File: src/rtl/mux2_1.sv
`default_nettype none
// ============================================================================
//  Module   : mux2_1
//  Purpose  : Registered WIDTH-bit 2:1 multiplexer stage with a valid flag.
//             sel=1 picks a, sel=0 picks b. The result appears one cycle
//             after the accepting edge. No backpressure.
//             Optional saturating select-switch counter, enabled by the
//             MUX2_1_SWITCH_CNT_EN macro.
//  Revision : 1.0 - initial release
// ============================================================================
module mux2_1 #(
   parameter int WIDTH = 1,
   parameter int CNT_W = 8
) (
   input  logic             clk,
   input  logic             rst_n,
   input  logic [WIDTH-1:0] a,
   input  logic [WIDTH-1:0] b,
   input  logic             sel,
   input  logic             in_valid,
   output logic [WIDTH-1:0] out,
   output logic             out_valid,
   output logic             sel_q
`ifdef MUX2_1_SWITCH_CNT_EN
   ,
   output logic [CNT_W-1:0] switch_cnt
`endif
);

   logic [WIDTH-1:0] r_out;
   logic             r_out_valid;
   logic             r_sel_q;

   // Datapath register: load the selected operand on accept, hold otherwise
   always_ff @(posedge clk) begin
      if (!rst_n) begin
         r_out   <= '0;
         r_sel_q <= 1'b0;
      end else if (in_valid) begin
         r_out   <= sel ? a : b;
         r_sel_q <= sel;
      end
   end

   // Valid flag follows the accept of the previous edge; idle cycles clear it
   always_ff @(posedge clk) begin
      if (!rst_n) begin
         r_out_valid <= 1'b0;
      end else begin
         r_out_valid <= in_valid;
      end
   end

   assign out       = r_out;
   assign out_valid = r_out_valid;
   assign sel_q     = r_sel_q;

`ifdef MUX2_1_SWITCH_CNT_EN
   localparam logic [CNT_W-1:0] c_CNT_MAX = '1;

   logic             w_switch;
   logic [CNT_W-1:0] r_switch_cnt;

   // A switch is an accepted select that differs from the last accepted one
   // (reset value of sel_q is 0, so the first accept compares against 0)
   assign w_switch = in_valid && (sel != r_sel_q);

   // Saturating switch counter, cleared only by reset
   always_ff @(posedge clk) begin
      if (!rst_n) begin
         r_switch_cnt <= '0;
      end else if (w_switch && (r_switch_cnt != c_CNT_MAX)) begin
         r_switch_cnt <= r_switch_cnt + 1'b1;
      end
   end

   assign switch_cnt = r_switch_cnt;
`endif

endmodule
`default_nettype wire

File: config.mk
export PLATFORM = sky130hd
export DESIGN_NAME = mux2_1
export DESIGN_NICKNAME = d
export VERILOG_FILES = /design/src/rtl/mux2_1.sv
export SDC_FILE = /design/constraint.sdc
export NUM_CORES = 1
export LEC_CHECK = 0
export ABC_AREA = 1
export CAP_MARGIN = 5
export CORE_AREA = 2 2 39 41
export CTS_BUF_LIST = sky130_fd_sc_hd__clkbuf_4
export DETAILED_ROUTE_END_ITERATION = 10
export DIE_AREA = 0 0 41 43
export PLACE_DENSITY = 0.4
export SLEW_MARGIN = 20
export SYNTH_ARGS = -nofsm -noshare
export SYNTH_HDL_FRONTEND = slang
export SYNTH_SLANG_ARGS = --single-unit
File: constraint.sdc
create_clock -name clk -period 0.8 [get_ports clk]
set_input_delay 0.24 -clock clk [delete_from_list [all_inputs] [get_ports clk]]
set_output_delay 0.24 -clock clk [all_outputs]
set_load 0.02 [all_outputs]
Word-level counts from Yosys, hierarchy flattened:

Cells that the tools add are included.
Widths: inputs -> output; s select.

* output and inout bits: 3
* register bits: 3
* input bits: 6

* multiplexer cells: 1

Operators by type and width (number)
* $mux 1: 1

Longest topological paths before layout:

Gate-level depths: netlist of run 1.

* depth in word-level cells: 1
* mapped depth: 4
* gate-level depth less buffers: 4

Least setup slack after synthesis of run 1:

No wires, ideal clock.

* path type: reg-to-reg
* start: register out (netlist name)
* end: register r_out, in the netlist out
* stages on the path, launching flop included: 3
* arrival time: 0.569 ns
* clock period less this slack: 0.686 ns
* slack: 0.114 ns
* cell sequence: dfxtp_1 o21ai_0 nor2_1

RTL lines
* end signal: assignment: RTL line 40 `r_out <= sel ? a : b;`
* end: declaration: RTL line 30 `logic [WIDTH-1:0] r_out;`

Worst setup path in the final report of run 1:

* start: register r_sel_q, in the netlist sel_q
* end: output port sel_q

RTL lines
* start: declaration: RTL line 32 `logic r_sel_q;`
* start signal: assignment: RTL line 41 `r_sel_q <= sel;`
* end: declaration: RTL line 23 `output logic sel_q`

No word-level cell between the ends.

==> out/metrics.yaml, run 1 <==
yosys:
  yosysMostFrequentCell: "nor2_1"
  synth_edf_count: 0
  syn_area_um2: 111
  synth_top_family_by_area: "simple AND/OR/NAND/NOR gates"
  synth-compound-area-share_pct: 8.99
  seq_area_frac_synth_pct: 53.9
  synth.avg_cell_area_um2: 6.96
  ys_top_cells_by_count: "nor2_1 (5), dfxtp_1 (3), inv_1 (3), nand2_1 (3), o21ai_0 (2)"
  synthAdderAreaFrac_pct: 0
  synth-simple-area-share_pct: 27.0
  yosysUniqueCellTypes: 5
  synth_seq_cells: 3
  synth_cells: 16
  synth_top_area_cell: "dfxtp_1"
  synthTopCellsByArea: "dfxtp_1 (54%), nor2_1 (17%), inv_1 (10%), nand2_1 (10%), o21ai_0 (9.0%)"
  synth_top_area_share_pct: 53.9
  synthFlopType: "dfxtp_1"
  synth.area.mux_share_pct: 0
  syn_nets: 22
  async_flop_share_pct: 0
  synth_xor_area_share_pct: 0
  yosys_warnings: 0
min_path:
  hold_path.class: "input pin to flip-flop"
  min_from: "in_valid"
pwr:
  power_density_nw_per_um2: 2210
  p_leak_nw: 0.123
  ir_worst_vdd_mv: 0.358
setup_path:
  arrival_ns: 0.67
  cp.buffers_inverters: 1
  path_class: "flip-flop to primary output"
  path_cells: "buf_6"
  cp_top_family: "flip-flops"
  startpoint: "sel_q$_SDFFE_PN0P_"
  worst_ep_required_time_ns: 0.56
  reg2reg_from: "out$_SDFFE_PN0P_"
  startpoint_type: "flip-flop"
  cpPeakStageDelay_ns: 0.31
  slowest_stage: "dfxtp_2"
  worstPathMaxFanout: 2
  critPathCaptureType: "primary output"
  rrSetupSlack_ns: 0.16
clocking:
  htreeDepth: 1
  clk_pin_slew_ns: 0.04
  cts_tree: "done"
  clockRootBuffer: "clkbuf_4"
  cts_buffers: 3
  cts_buffer_depth: 2
  post-cts-setup-buffer-count: 0
  insertion_delay_ns: 0.23
  cts_hold_buf: 0
  clock-sinks: 3
route:
  route.detailed.drc: 0
  via_count: 136
  drt-initial-drc-count: 2
  drt_wl_total_um: 277
  ant_nets: 0
  wl_per_cell_um: 6.30
  viasPerCell: 3.09
  first_pass_iters: 2
floorplanning:
  die_area_um2: 1760
  row_count: 14
  io_pins: 9
  start_util_pct: 8.05
  dieHeight_um: 43
  die_w_um: 41
  core_area_um2: 1380
timing:
  period_minus_slack_ns: 0.910
  max_freq_mhz: 1100
  fin_ws_ns: -0.110
  rsz0062_at_grt: "true"
  min_period_over_period_pct: 114
  finalClockSkew_ns: 0
  hold_ws_ns: 0.402
  drv_slew: 0
  slew_headroom_pct: 90.6
  finalHoldViolations: 0
  tightest_slew_ns: 0.140
  setup_viol: 3
finish:
  finalNonFillerCells: 44
  syn2layout_area_growth_pct: 121
  drive_gt1_share_pct: 35.7
  multi_input_area_um2: 40.0
  n_antenna_cell: 0
  final_util_pct: 17.8
  fillers: 166
  stdcell_area_um2: 246
  seq_area_um2: 63.8
  nets: 35
status:
  outcome: "complete, but fails checks"
  violations: "setup timing"
global_routing:
  grt_first_pass_wirelength_um: 469
  antenna_found_initial: 0
  grt_max_degree: 6
  overflow: 0
  track_usage_pct: 5.12
  grt_pass1_vias: 142
placed_design:
  gp_congestion: 0.545
  placed_cell_area_um2: 211
  pre_cts_ws_ns: -0.351
  port_buffers: 8
  dpl.cell_count: 40
  dp_hpwl_um: 227
run:
  cap_viol_max_count: 0
[final timing paths]
kind,to,cells past startpoint
max reg2reg,out$_SDFFE_PN0P_,2
max,sel_q,1
min reg2reg,sel_q$_SDFFE_PN0P_,2
min,out_valid$_SDFF_PN0_,3
[power by group]
part | internal, mW | switching, mW | leakage [nW]
Combinational | 0.0426 | 0.0315 | 0.0793
Sequential | 0.162 | 0.00539 | 0.0258
Clock | 0.221 | 0.0817 | 0.0184
Total | 0.426 | 0.119 | 0.123
[through the flow]
step                      power, mW  setup TNS [ns]
after floorplan               0.193               0
after global placement        0.244           -1.74
after detailed placement      0.244           -1.74
after CTS                     0.562          -0.347
after global routing          0.596          -0.433
final                         0.544          -0.312
[tightest hold or removal path: stages]
cell and delay [ns]:
dlygate4sd2_1 0.26, nand2_1 0.06, inv_1 0.04
[kinds of logic (layout without fill, tap and decap cells)]
group / count (synthesis) / after routing
buffers and inverters: 3 / 15
AND/OR/NAND/NOR: 8 / 8
flip-flops: 3 / 3
AO/OA/AOI/OAI: 2 / 2
[layer usage]
layer  GRT usage, %  vias up  wire, um
met2           6.88        5       154
met4           6.00        0         0
met3           6.28        0        29
li1               -       70         -
met5              0        -         0
met1           2.56       61        92
[placed cells by master (no fill, tap or decap), drive strengths merged]
cell	count
inv	3
clkbuf	4
clkdlybuf4s50	3
buf	3
o21ai	2
nand2	3
nor2	5
dlygate4sd2	2
dfxtp	3
[registers in the layout, indices dropped and copies added, names as in the netlist]
register and cells:
sel_q 1, out 1, out_valid 1
[layout make-up]
cell class,count,share of cell area [%]
repair buffers,8,33.0
clock buffers,4,12.2
well taps,16,8.12
multi-input cells,10,16.2
flip-flops and latches,3,25.9
inverters,3,4.57
[repair_timing]
item,in CTS,in global routing
endpoints found under the setup margin,5,4
gates resized for setup,23,0
endpoints found under the hold margin,0,0
No activity file was read; power rests on OpenSTA's default activity.
==> inputs of run 2 (changes only) <==
CTS_BUF_LIST = sky130_fd_sc_hd__clkbuf_4 sky130_fd_sc_hd__clkbuf_8   (was sky130_fd_sc_hd__clkbuf_4)
==> results of run 2 <==
No change in the layout: final DEF, timing and power equal those of run 1.
==> inputs of run 3 (changes only) <==
SLEW_MARGIN = 0   (was 20)
==> results of run 3 <==
No change in the layout: final DEF, timing and power equal those of run 1.
